## src/rtl/dmem_arbiter_pkg.sv

```systemverilog
// Shared definitions for the data-memory arbiter: FSM state encodings,
// segment defaults, RAM word-address width and the round-robin pick helper.
package dmem_arbiter_pkg;

  localparam logic [31:0] GLOBAL_BASE_DEF = 32'h1001_0000;
  localparam logic [31:0] STACK_BASE_DEF  = 32'h7FFF_EFFC;
  localparam logic [31:0] SEG_BYTES_DEF   = 32'd4096;
  localparam int          PADDR_W_DEF     = 11;

  typedef enum logic [1:0] {
    IDLE     = 2'd0,
    ISSUE    = 2'd1,
    WAIT     = 2'd2,
    RESP_ERR = 2'd3
  } state_t;

  // On a conflict the port that did not win last time is chosen.
  function automatic logic pick_port(input logic r0, input logic r1, input logic last);
    if (r0 && r1) begin
      return ~last;
    end
    return r1;
  endfunction

endpackage

```

## src/rtl/dmem_addr_map.sv

```systemverilog
// Combinational MIPS virtual data address -> RAM word address map.
// Define DMEM_ARB_ALIGN_CHECK_EN to reject in-range addresses with a[1:0] != 0.
module dmem_addr_map
  import dmem_arbiter_pkg::*;
#(
  parameter logic [31:0] GLOBAL_BASE = GLOBAL_BASE_DEF,
  parameter logic [31:0] STACK_BASE  = STACK_BASE_DEF,
  parameter logic [31:0] SEG_BYTES   = SEG_BYTES_DEF,
  parameter int          PADDR_W     = PADDR_W_DEF
) (
  input  logic [31:0]        vaddr,
  output logic [PADDR_W-1:0] paddr,
  output logic               invalid
);

  logic [31:0] g_off;
  logic [31:0] s_off;
  logic        g_hit;
  logic        s_hit;
  logic        misaligned;

  // Unsigned wrap makes addresses below a base land far outside the segment.
  assign g_off = vaddr - GLOBAL_BASE;
  assign s_off = vaddr - STACK_BASE;
  assign g_hit = (g_off < SEG_BYTES);
  assign s_hit = (s_off < SEG_BYTES);

`ifdef DMEM_ARB_ALIGN_CHECK_EN
  assign misaligned = (vaddr[1:0] != 2'b00);
  logic unused_bits;
  assign unused_bits = ^{g_off[31:PADDR_W+1], s_off[31:PADDR_W+1], g_off[1:0], s_off[1:0]};
`else
  assign misaligned = 1'b0;
  logic unused_bits;
  assign unused_bits = ^{g_off[31:PADDR_W+1], s_off[31:PADDR_W+1], g_off[1:0], s_off[1:0], vaddr[1:0]};
`endif

  always_comb begin
    paddr   = '0;
    invalid = 1'b1;
    if (g_hit) begin
      paddr   = {1'b0, g_off[PADDR_W:2]};
      invalid = misaligned;
    end else if (s_hit) begin
      paddr   = {1'b1, s_off[PADDR_W:2]};
      invalid = misaligned;
    end
  end

endmodule

```

## src/rtl/dmem_arbiter.sv

```systemverilog
// Two-port round-robin arbiter in front of the single-port data RAM.
// Optional alignment checking is enabled with DMEM_ARB_ALIGN_CHECK_EN.
module dmem_arbiter
  import dmem_arbiter_pkg::*;
#(
  parameter logic [31:0] GLOBAL_BASE = GLOBAL_BASE_DEF,
  parameter logic [31:0] STACK_BASE  = STACK_BASE_DEF,
  parameter logic [31:0] SEG_BYTES   = SEG_BYTES_DEF,
  parameter int          PADDR_W     = PADDR_W_DEF
) (
  input  logic               clk,
  input  logic               rst_n,

  input  logic               p0_req,
  input  logic               p0_we,
  input  logic [31:0]        p0_addr,
  input  logic [31:0]        p0_wdata,
  output logic               p0_ack,
  output logic               p0_err,
  output logic [31:0]        p0_rdata,

  input  logic               p1_req,
  input  logic               p1_we,
  input  logic [31:0]        p1_addr,
  input  logic [31:0]        p1_wdata,
  output logic               p1_ack,
  output logic               p1_err,
  output logic [31:0]        p1_rdata,

  output logic               mem_en,
  output logic               mem_we,
  output logic [PADDR_W-1:0] mem_addr,
  output logic [31:0]        mem_wdata,
  input  logic [31:0]        mem_rdata
);

  state_t state_reg;
  logic   last_grant_reg;
  logic   port_reg;
  logic   we_reg;

  logic               r0;
  logic               r1;
  logic               req_any;
  logic               sel_port;
  logic               sel_we;
  logic [31:0]        sel_addr;
  logic [31:0]        sel_wdata;
  logic [PADDR_W-1:0] map_paddr;
  logic               map_invalid;

  // A request seen during its own ack cycle is the one just served, not a new one.
  assign r0        = p0_req & ~p0_ack;
  assign r1        = p1_req & ~p1_ack;
  assign req_any   = r0 | r1;
  assign sel_port  = pick_port(r0, r1, last_grant_reg);
  assign sel_we    = sel_port ? p1_we    : p0_we;
  assign sel_addr  = sel_port ? p1_addr  : p0_addr;
  assign sel_wdata = sel_port ? p1_wdata : p0_wdata;

  dmem_addr_map #(
    .GLOBAL_BASE (GLOBAL_BASE),
    .STACK_BASE  (STACK_BASE),
    .SEG_BYTES   (SEG_BYTES),
    .PADDR_W     (PADDR_W)
  ) u_addr_map (
    .vaddr   (sel_addr),
    .paddr   (map_paddr),
    .invalid (map_invalid)
  );

  always_ff @(posedge clk or negedge rst_n) begin
    if (!rst_n) begin
      state_reg      <= IDLE;
      last_grant_reg <= 1'b1;
      port_reg       <= 1'b0;
      we_reg         <= 1'b0;
      p0_ack         <= 1'b0;
      p0_err         <= 1'b0;
      p0_rdata       <= '0;
      p1_ack         <= 1'b0;
      p1_err         <= 1'b0;
      p1_rdata       <= '0;
      mem_en         <= 1'b0;
      mem_we         <= 1'b0;
      mem_addr       <= '0;
      mem_wdata      <= '0;
    end else begin
      p0_ack <= 1'b0;
      p0_err <= 1'b0;
      p1_ack <= 1'b0;
      p1_err <= 1'b0;
      mem_en <= 1'b0;
      mem_we <= 1'b0;

      case (state_reg)
        IDLE: begin
          if (req_any) begin
            port_reg       <= sel_port;
            last_grant_reg <= sel_port;
            we_reg         <= sel_we;
            if (map_invalid) begin
              state_reg <= RESP_ERR;
            end else begin
              // RAM controls are registered so they are valid for exactly the ISSUE cycle.
              state_reg <= ISSUE;
              mem_en    <= 1'b1;
              mem_we    <= sel_we;
              mem_addr  <= map_paddr;
              mem_wdata <= sel_wdata;
            end
          end
        end

        ISSUE: begin
          state_reg <= WAIT;
        end

        WAIT: begin
          if (port_reg) begin
            p1_ack <= 1'b1;
            if (!we_reg) p1_rdata <= mem_rdata;
          end else begin
            p0_ack <= 1'b1;
            if (!we_reg) p0_rdata <= mem_rdata;
          end
          state_reg <= IDLE;
        end

        RESP_ERR: begin
          if (port_reg) begin
            p1_ack <= 1'b1;
            p1_err <= 1'b1;
          end else begin
            p0_ack <= 1'b1;
            p0_err <= 1'b1;
          end
          state_reg <= IDLE;
        end

        default: begin
          state_reg <= IDLE;
        end
      endcase
    end
  end

endmodule

```

## config.mk

```make
export PLATFORM = sky130hd
export DESIGN_NAME = dmem_arbiter
export DESIGN_NICKNAME = d
export VERILOG_FILES = /design/src/rtl/dmem_arbiter_pkg.sv /design/src/rtl/dmem_addr_map.sv /design/src/rtl/dmem_arbiter.sv
export SDC_FILE = /design/constraint.sdc
export NUM_CORES = 1
export LEC_CHECK = 0
export CELL_PAD_IN_SITES_DETAIL_PLACEMENT = 0
export CELL_PAD_IN_SITES_GLOBAL_PLACEMENT = 1
export CORE_MARGIN = 2
export CORE_UTILIZATION = 34
export DETAILED_ROUTE_END_ITERATION = 8
export PLACE_DENSITY = 0.94
export REMOVE_ABC_BUFFERS = 1
export SLEW_MARGIN = 25
export SYNTH_ARGS = -nofsm -noshare
export SYNTH_HDL_FRONTEND = slang
export SYNTH_SLANG_ARGS = --single-unit
```

## constraint.sdc

```tcl
create_clock -name clk -period 13.5 [get_ports clk]
set_clock_uncertainty 0.15 [all_clocks]
set_input_delay 2.7 -clock clk [delete_from_list [all_inputs] [get_ports clk]]
set_output_delay 2.7 -clock clk [all_outputs]
set_load 0.005 [all_outputs]
```

==> results of run 1 <==
==> Yosys cell counts, types with 3 or more instances <==
| master | n |
|---|---|
| o31ai_1 | 4 |
| buf_6 | 4 |
| o22ai_1 | 6 |
| a2bb2oi_1 | 3 |
| a21oi_1 | 7 |
| mux2i_1 | 12 |
| and3_1 | 11 |
| or4_1 | 4 |
| buf_1 | 3 |
| a211oi_1 | 10 |
| clkbuf_1 | 17 |
| and4_1 | 4 |
| nand3_1 | 26 |
| inv_1 | 13 |
| and2_1 | 8 |
| nor2b_1 | 4 |
| nor3b_1 | 5 |
| nor4b_1 | 4 |
| buf_2 | 6 |
| xnor2_1 | 9 |
| xor2_1 | 10 |
| nand2_1 | 137 |
| nor3_1 | 11 |
| nand4_1 | 14 |
| nor4_1 | 3 |
| mux2_2 | 100 |
| mux2_1 | 3 |
| nor2_1 | 18 |
| a31oi_1 | 3 |
| o21ai_0 | 18 |
| dfrtp_1 | 117 |
==> critical path: cells and delay by family <==
kind / cells / cell delay, ns
muxes: 2 / 0.60
AOI/OAI and AO/OA: 5 / 1.42
and+or+nand+nor: 4 / 1.66
buffers and inverters: 5 / 1.78
adders and majority gates: 1 / 0.34
==> cells by family (layout without fill, tap and decap cells) <==
family                     count (synthesis)  count (layout)  synth area share
adders and majority gates                  1               1          0.001958
DFF                                      118             118            0.4623
AOI/OAI and AO/OA                         77              77           0.08557
muxes                                    115             115            0.2003
xor gates and xnor gates                  19              19           0.02604
buffers and inverters                     43             326           0.03113
and+or+nand+nor                          257             257            0.1927
==> final cells by class <==
class / count / area, um^2
Clock buffer: 17 / 425.4
Clock inverter: 15 / 171.4
Fill cell: 1639 / 8641
Inverter: 13 / 48.80
Multi-Input combinational cell: 469 / 3254
Sequential cell: 118 / 2954
Tap cell: 234 / 292.8
Timing Repair Buffer: 281 / 2793
==> how the worst min path moves through the flow <==
stage | end
after floorplan | state_reg[1]
after global placement | mem_addr[10]
after detailed placement | state_reg[1]
after CTS | state_reg[1]
after global routing | mem_addr[10]
final | state_reg[1]
==> cell usage in the layout, fill, tap and decap left out, types with 13 or more instances in the layout <==
| cell type | synthesis | layout |
|---|---|---|
| nand4_1 | 14 | 14 |
| o21ai_0 | 18 | 18 |
| clkbuf_16 | 0 | 17 |
| nand2_1 | 137 | 136 |
| dfrtp_1 | 117 | 117 |
| clkdlybuf4s50_1 | 0 | 273 |
| nand3_1 | 26 | 26 |
| nor2_1 | 18 | 18 |
| mux2_2 | 100 | 100 |
| inv_1 | 13 | 13 |
==> through the flow <==
step	power (mW)	setup WS [ns]
floorplan	0.8069	5.451
global placement	1.151	4.792
detailed placement	1.164	4.711
CTS	1.636	5.139
global route	1.717	4.797
finish	1.622	5.090
==> power by group through the flow <==
stage               clock [mW]  combinational (mW)  sequential, mW
global route             0.489               0.686           0.543
finish                   0.461               0.632           0.528
global placement             0               0.626           0.525
detailed placement           0               0.633           0.531
CTS                      0.470               0.637           0.529
floorplan                    0               0.273           0.534
==> metal layers <==
metal | GRT usage | vias up | wire (um)
met2 | 0.3383 | 256 | 10040
met4 | 0.07105 | 0 | 477
li1 | - | 2800 | -
met5 | 0 | - | 0
met3 | 0.07677 | 35 | 1993
met1 | 0.2634 | 2844 | 8590
==> out/qor.yml, run 1 <==
drtIter0Drc: 382
synth_edf_count: 0
r2r_end: "mem_wdata[7]"
worstPathMaxFanout: 48
placed_cell_area_um2: 9343
finalInstanceArea_um2: 9940
async_flop_share: 1.000
path_clk_slew_ns: 0.06
top_regs: "mem_wdata x32, p0_rdata x32, p1_rdata x32"
wirelength_mm: 21.10
clockPowerShare: 0.284
yosysTopAreaCellShare: 0.4582
critPathMaxStageDelay_ns: 0.63
ys_ff_latch: 118
maxSlewViolCount: 0
final_nets: 1067
clockRootBuffer: "clkbuf_16"
min_period_ns: 8.410
max_freq_mhz: 118.9
ctsHoldBuffers: 0
cts_resized: 0
die_h_um: 141.1
utilization: 0.5349
syn_area_um2: 6390
synth-seq-area-share: 0.4623
avgViaCountPerCell: 5.174
ys_top_cells_by_area: "dfrtp_1 (46%), mux2_2 (18%), nand2_1 (8.0%)"
startpoint: "p1_req"
endpoint_kind: "flop"
p_per_area_nw_per_um2: 163.2
regToRegStartpoint: "p1_ack"
io_buffers: 274
reg2regPathDepth: 16
wl_per_cell_um: 18.39
die_w_um: 141.1
firstDrtPassIters: 5
initial_core_util: 0.3439
dp.cells: 1115
yosys_warnings: 0
cts.sinks: 118
vias: 5935
grt_max_degree: 67
total_leakage_power_nw: 4.249
holdWs_ns: 0.3358
setup_tns_ns: 0
ys_types: 60
pwr-share-comb: 0.390
path_class: "in2reg"
crit_path_end: "mem_wdata[7]"
cts_setup_buffers: 0
clockBufferDepth: 2
h-tree-depth: 4
slowest_stage: "nor2_4"
rrSetupSlack_ns: 7.38
grt_usage: 0.2107
p_int_mw: 1.116
antennaDiodeCount: 0
grt_overflow: 0
drcViolationCount: 0
cap_violations: 0
drive_above_1_share: 0.1621
cts_tree: "yes"
cp.arrival_ns: 8.55
max_slew_margin: 0.4342
worstSkewPairLatency_ns: 0.41
core_area_um2: 18580
hold_viol_final: 0
place_congestion: 0.8902
ir_drop_mv: 0.1647
status: "finished, final reports clean"
power.share.switching: 0.3120
rows: 50
netSwitchingPower_mw: 0.5061
syn_inst: 630
ant_nets: 0
hold_depth: 1
synth.avg_cell_area_um2: 10.14
worst_pin_slew_ns: 0.8398
crit_chain: "clkdlybuf4s50_1 > nand2b_1 > nor2_4 > buf_4 > mux2i_1 > inv_1 > ha_1 > inv_1 > o31a_1 > or4_1 > a2111oi_0 > o22ai_1 > o31ai_1 > nand4b_4 > o21ai_4 > buf_4 > mux2_2"
area_growth_pct: 55.55
grt_pass1_wl_mm: 32.80
finalSetupViolations: 0
layout.cells.non_filler: 1147
synth_top_cell_by_area: "dfrtp_1"
seqPwrFrac: 0.326
ioPinCount: 279
dieArea_um2: 19910
rsz0062_at_grt: "false"
place.detailed.hpwl_mm: 15.32
grt_pass1_vias: 6005
hold_path_class: "reg2reg"
hold_start: "state_reg[1]"
startpoint_type: "input pin"
numCtsBuffers: 17
synthFlopType: "dfrtp_1"
period_share: 0.6230
antenna_found_initial: 0
required_ns: 13.64
No activity file was read; power rests on OpenSTA's default activity.
==> inputs of run 2 (changes only) <==
--- a/config.mk
+++ b/config.mk
@@ -8,9 +8,9 @@
 export CELL_PAD_IN_SITES_DETAIL_PLACEMENT = 0
 export CELL_PAD_IN_SITES_GLOBAL_PLACEMENT = 1
 export CORE_MARGIN = 2
-export CORE_UTILIZATION = 34
+export CORE_UTILIZATION = 28
 export DETAILED_ROUTE_END_ITERATION = 8
-export PLACE_DENSITY = 0.94
+export PLACE_DENSITY = 0.83
 export REMOVE_ABC_BUFFERS = 1
 export SLEW_MARGIN = 25
 export SYNTH_ARGS = -nofsm -noshare
==> constraint.sdc (replaced) <==
create_clock -name clk -period 6.9 [get_ports clk]
set_clock_uncertainty 0.15 [all_clocks]
set_input_delay 1.38 -clock clk [delete_from_list [all_inputs] [get_ports clk]]
set_output_delay 1.38 -clock clk [all_outputs]
set_load 0.005 [all_outputs]
==> run 2 against run 1 <==
Sequential cell count stayed put. Die area rose by 21%. Highest routed layer unchanged. Non-clock buffer count grew 1. Critical endpoint is now mem_wdata[9]. Clock power increased by 99%. Combinational power is 96% higher. Power up 97%. Register-to-register slack worse by 5.2 ns. First-iteration DRC count shrank 22%. Cell count rose by 4.5%. Sequential share of layout area is 0.28 points lower.
==> out/qor.yml, run 2 (synthesis gave the netlist of run 1 again) <==
status: "finished, final reports clean"
numCtsBuffers: 17  # unchanged
clockBufferDepth: 2  # unchanged
placed_cell_area_um2: 9427  # +0.90%
grt_pass1_wl_mm: 33.51  # +2.2%
regArea_um2: 2954  # unchanged
avgViaCountPerCell: 4.946  # -4.4%
ir_drop_mv: 0.2290  # +39%
reg2regPathDepth: 15  # -1
antennaDiodeCount: 0  # unchanged
p_per_area_nw_per_um2: 317.7  # +95%
startpoint_type: "input pin"
cts_resized: 0  # unchanged
crit_family: "compound AO/OA/AOI/OAI gates"
max_slew_margin: 0.3878  # -0.04642
layout_commonest_cell: "clkdlybuf4s50_1"
path_clk_slew_ns: 0.06  # about the same
path_common_cell: "inv_1"
top_regs: "mem_wdata x32, p0_rdata x32, p1_rdata x32"
area_growth_pct: 57.04
power_mw: 3.188  # +97%
die_h_um: 155.1  # +9.9%
drive_above_1_share: 0.1630  # +0.0009167
cts_setup_buffers: 0  # unchanged
vias: 5930  # -0.084%
slowest_stage: "clkdlybuf4s50_1"
total_leakage_power_nw: 4.265  # +0.38%
ctsHoldBuffers: 0  # unchanged
drcViolationCount: 0  # unchanged
min_period_ns: 5.729
dieArea_um2: 24050  # +21%
place.detailed.hpwl_mm: 15.96  # +4.2%
wirelength_mm: 21.65  # +2.6%
grt_max_degree: 73  # +9.0%
worstPathBufferInverterCount: 4  # -1
h-tree-depth: 4  # unchanged
cp.depth: 16  # -1
cp.arrival_ns: 5.87  # -2.68 ns
rsz0062_at_grt: "false"
core_area_um2: 22500  # +21%
setup_tns_ns: 0  # unchanged
period_share: 0.8303
path_class: "in2reg"
finalSetupViolations: 0  # unchanged
io_buffers: 274  # unchanged
hold_depth: 1  # unchanged
required_ns: 7.04  # -6.60 ns
multiInputGateArea_um2: 3254  # unchanged
cts_tree: "yes"
wl_per_cell_um: 18.06  # -1.8%
holdWs_ns: 0.3369  # +0.001150 ns
worstSkewPairLatency_ns: 0.41  # about the same
crit_chain: "clkdlybuf4s50_1 > and3b_1 > nor2_4 > mux2i_1 > inv_1 > ha_1 > inv_1 > o31a_1 > or4_1 > a2111oi_0 > o22ai_1 > o31ai_1 > nand4b_4 > o21ai_4 > buf_12 > mux2_2"
fillCellCount: 2141  # +31%
clockRootBuffer: "clkbuf_16"
firstDrtPassIters: 5  # unchanged
ioPinCount: 279  # unchanged
mostFrequentLayoutCells: "clkdlybuf4s50_1 (273), nand2_1 (136), dfrtp_1 (117)"
grt_overflow: 0  # unchanged
cts.sinks: 118  # unchanged
maxSlewViolCount: 0  # unchanged
worst_pin_slew_ns: 0.9065  # +0.06665 ns
drtIter0Drc: 298  # -22%
endpoint_kind: "flop"
critPathMaxStageDelay_ns: 0.56  # -0.07 ns
final_nets: 1068  # +0.094%
max_freq_mhz: 174.6
initial_core_util: 0.2840  # -0.05995
antenna_found_initial: 0  # unchanged
hold_path_class: "reg2reg"
rows: 55  # +10%
grt_usage: 0.1797  # -0.03101
cap_violations: 0  # unchanged
die_w_um: 155.1  # +9.9%
ant_nets: 0  # unchanged
hold_viol_final: 0  # unchanged
worstPathMaxFanout: 42  # -13%
grt_pass1_vias: 5998  # -0.12%
finalInstanceArea_um2: 10030  # +0.96%
place_congestion: 0.8817  # -0.95%
==> run 2: changes by cell type in the layout (fill, tap and decap cells not counted), sizes merged <==
cell	change
inv	+4
clkinv	-3
buf	+1
clkinvlp	-1
==> run 2: per-layer routing <==
layer / GRT usage / vias up / wire length, um
met2: 0.2935 / 234 / 10450
met1: 0.2225 / 2857 / 9080
met4: 0.06614 / 0 / 449
li1: - / 2806 / -
met5: 0 / - / 0
met3: 0.05794 / 33 / 1663
==> run 2: layout make-up <==
cell class                 count  area share
clock buffer                  17     0.04239
clock inverter                15     0.01783
inverter                      13    0.004863
multi-input combinational    469      0.3243
sequential                   118      0.2944
tap                          285     0.03554
timing repair buffer         282      0.2807
==> run 2: worst paths after layout <==
kind | from | slack, ns | end
max | p0_req | 1.17 | mem_wdata[9]
min | mem_wdata[30] | 0.34 | mem_wdata[30]
max reg2reg | last_grant_reg | 2.19 | mem_wdata[9]
min reg2reg | mem_wdata[30] | 0.34 | mem_wdata[30]
max in group asynchronous | rst_n | 4.66 | mem_wdata[27]
min in group asynchronous | rst_n | 0.81 | p1_rdata[11]
==> run 2: power by group <==
part           total [mW]  internal [mW]  leakage [nW]  switching (mW)
clock network       0.918          0.548         0.292           0.370
registers            1.03          0.912          1.50           0.119
logic                1.24          0.732          2.47           0.507
total                3.19           2.19          4.26           0.997
==> run 2: per-stage QoR <==
stage,instances,worst slack (ns),util
2_1_floorplan,600,0.1714,-
3_3_place_gp,1167,0.9270,0.4189
3_5_place_dp,1167,0.7809,0.4189
4_1_cts,1199,1.218,0.4458
5_1_grt,1199,1.038,0.4459
6_report,1199,1.171,0.4459
==> inputs of run 3 (changes only) <==
==> constraint.sdc (replaced) <==
create_clock -name clk -period 4.7 [get_ports clk]
set_clock_uncertainty 0.15 [all_clocks]
set_input_delay 0.94 -clock clk [delete_from_list [all_inputs] [get_ports clk]]
set_output_delay 0.94 -clock clk [all_outputs]
set_load 0.005 [all_outputs]
==> run 3 against run 2 <==
Clock power grew 33%. Register-to-register slack lost 1.4 ns. Sequential power grew 47%. Core utilization grew 0.49 points. Critical path type unchanged. Critical endpoint is now mem_addr[4]. Largest cell class unchanged. Largest power group unchanged.
==> out/qor.yml, run 3 (synthesis gave the netlist of run 1 again) <==
io_buffers: 274  # unchanged
firstDrtPassIters: 5  # unchanged
min_period_ns: 4.442
top_regs: "mem_wdata x32, p0_rdata x32, p1_rdata x32"
cap_violations: 0  # unchanged
final_nets: 1091  # +2.2%
drcViolationCount: 0  # unchanged
slowest_stage: "clkdlybuf4s50_1"
antenna_found_initial: 0  # unchanged
hold_start: "mem_addr[10]"
numCtsBuffers: 17  # unchanged
grt_pass1_wl_mm: 34.24  # +2.2%
startpoint_type: "input pin"
die_h_um: 155.1  # unchanged
status: "finished, final reports clean"
fillCellCount: 2106  # -1.6%
clockBufferDepth: 2  # unchanged
mostFrequentLayoutCells: "clkdlybuf4s50_1 (273), nand2_1 (136), dfrtp_1 (117)"
cts_setup_buffers: 0  # unchanged
antennaDiodeCount: 0  # unchanged
path_common_cell: "inv_1"
ioPinCount: 279  # unchanged
total_leakage_power_nw: 4.338  # +1.7%
clockRootBuffer: "clkbuf_16"
die_w_um: 155.1  # unchanged
core_area_um2: 22500  # unchanged
grt_pass1_vias: 6161  # +2.7%
place_congestion: 0.8962  # +1.6%
grt_overflow: 0  # unchanged
maxSlewViolCount: 0  # unchanged
endpoint_kind: "flop"
period_share: 0.9450
rows: 55  # unchanged
hold_viol_final: 0  # unchanged
area_growth_pct: 58.76
cts.sinks: 118  # unchanged
h-tree-depth: 4  # unchanged
worstPathBufferInverterCount: 4  # unchanged
initial_core_util: 0.2840  # unchanged
cp.arrival_ns: 4.59  # -1.28 ns
place.detailed.hpwl_mm: 16.50  # +3.4%
path_clk_slew_ns: 0.06  # about the same
max_freq_mhz: 225.1
finalSetupViolations: 0  # unchanged
path_class: "in2reg"
grt_max_degree: 57  # -22%
p_per_area_nw_per_um2: 451.7  # +42%
cts_resized: 0  # unchanged
required_ns: 4.85  # -2.19 ns
ant_nets: 0  # unchanged
crit_chain: "clkdlybuf4s50_1 > and3b_1 > nor2_4 > mux2i_1 > inv_1 > ha_1 > inv_1 > o31a_1 > or4_1 > a2111oi_0 > o22ai_1 > o31ai_1 > nand4b_4 > o21ai_4 > buf_4 > mux2_2"
hold_path_class: "reg2reg"
worst_pin_slew_ns: 0.6911  # -0.2154 ns
vias: 6016  # +1.5%
worstPathMaxFanout: 11  # -74%
crit_family: "compound AO/OA/AOI/OAI gates"
avgViaCountPerCell: 4.923  # -0.46%
wl_per_cell_um: 17.94  # -0.63%
grt_usage: 0.1833  # +0.003584
startpoint: "p0_req"
cts_tree: "yes"
regToRegStartpoint: "last_grant_reg"
ir_drop_mv: 0.3877  # +69%
dieArea_um2: 24050  # unchanged
worstSkewPairLatency_ns: 0.42  # about the same
critPathMaxStageDelay_ns: 0.53  # -0.03 ns
setup_tns_ns: 0  # unchanged
drtIter0Drc: 371  # +24%
wirelength_mm: 21.93  # +1.3%
rsz0062_at_grt: "false"
max_slew_margin: 0.5393  # +0.1515
layout_setup_ws_ns: 0.2583  # -0.9127 ns
layout_commonest_cell: "clkdlybuf4s50_1"
ctsHoldBuffers: 0  # unchanged
drive_above_1_share: 0.1825  # +0.01948
place_ws_ns: -0.2149  # -0.9958 ns
[run 3: changes by cell type in the layout (fill, tap and decap cells not counted)]
cell | previous run | this run
buf_4 | 7 | 31
buf_6 | 1 | 0
bufinv_16 | 2 | 0
clkbuf_1 | 0 | 1
clkinv_2 | 0 | 1
clkinv_4 | 1 | 2
clkinvlp_4 | 2 | 4
inv_6 | 7 | 6
inv_8 | 3 | 1
[run 3: layer usage]
metal	wire (um)	share of wire	vias up	GRT usage
met1	9043	0.41	2875	0.2269
li1	-	-	2853	-
met5	0	0	-	0
met3	1923	0.088	47	0.06630
met2	10210	0.47	241	0.2878
met4	748	0.034	0	0.08025
[run 3: path summary, 6_finish.rpt]
kind | end | slack (ns) | cells after the start
max | mem_addr[4] | 0.26 | 16
min | mem_addr[10] | 0.33 | 1
max reg2reg | mem_addr[4] | 0.80 | 15
min reg2reg | mem_addr[10] | 0.33 | 1
max in group asynchronous | last_grant_reg | 3.02 | 2
min in group asynchronous | p1_rdata[25] | 0.40 | 1
[run 3: layout make-up]
type	instances	area (um^2)	share of cell area
Clock buffer	18	429.2	0.04230
Clock inverter	14	116.4	0.01147
Inverter	13	48.80	0.004810
Multi-Input combinational cell	469	3254	0.3208
Sequential cell	118	2954	0.2912
Tap cell	285	356.6	0.03515
Timing Repair Buffer	305	2985	0.2943
[run 3: where the power goes]
group	switching (mW)	leakage, nW	internal, mW
Combinational	0.748	2.58	1.10
Sequential	0.172	1.50	1.34
Clock	0.532	0.257	0.687
Total	1.45	4.34	3.13
[run 3: worst reg2reg max path, delay by kind of cell, from the launching register on]
family	cells	cell delay (ns)
AOI/OAI and AO/OA	5	1.18
DFF	1	0.53
adders and majority gates	1	0.17
and+or+nand+nor	4	0.91
buffers and inverters	3	0.36
muxes	2	0.49
[run 3: stage by stage]
step / total power [mW] / cells / utilization / hold slack [ns] / instance area (um^2)
2_1_floorplan: 2.318 / 600 / - / 0.2873 / 6240
3_5_place_dp: 3.385 / 1190 / 0.4266 / 0.3197 / 9599
4_1_cts: 4.647 / 1222 / 0.4508 / 0.3352 / 10140
3_3_place_gp: 3.354 / 1190 / 0.4266 / 0.3163 / 9599
6_report: 4.582 / 1222 / 0.4508 / 0.3286 / 10140
5_1_grt: 4.877 / 1222 / 0.4508 / 0.3436 / 10140
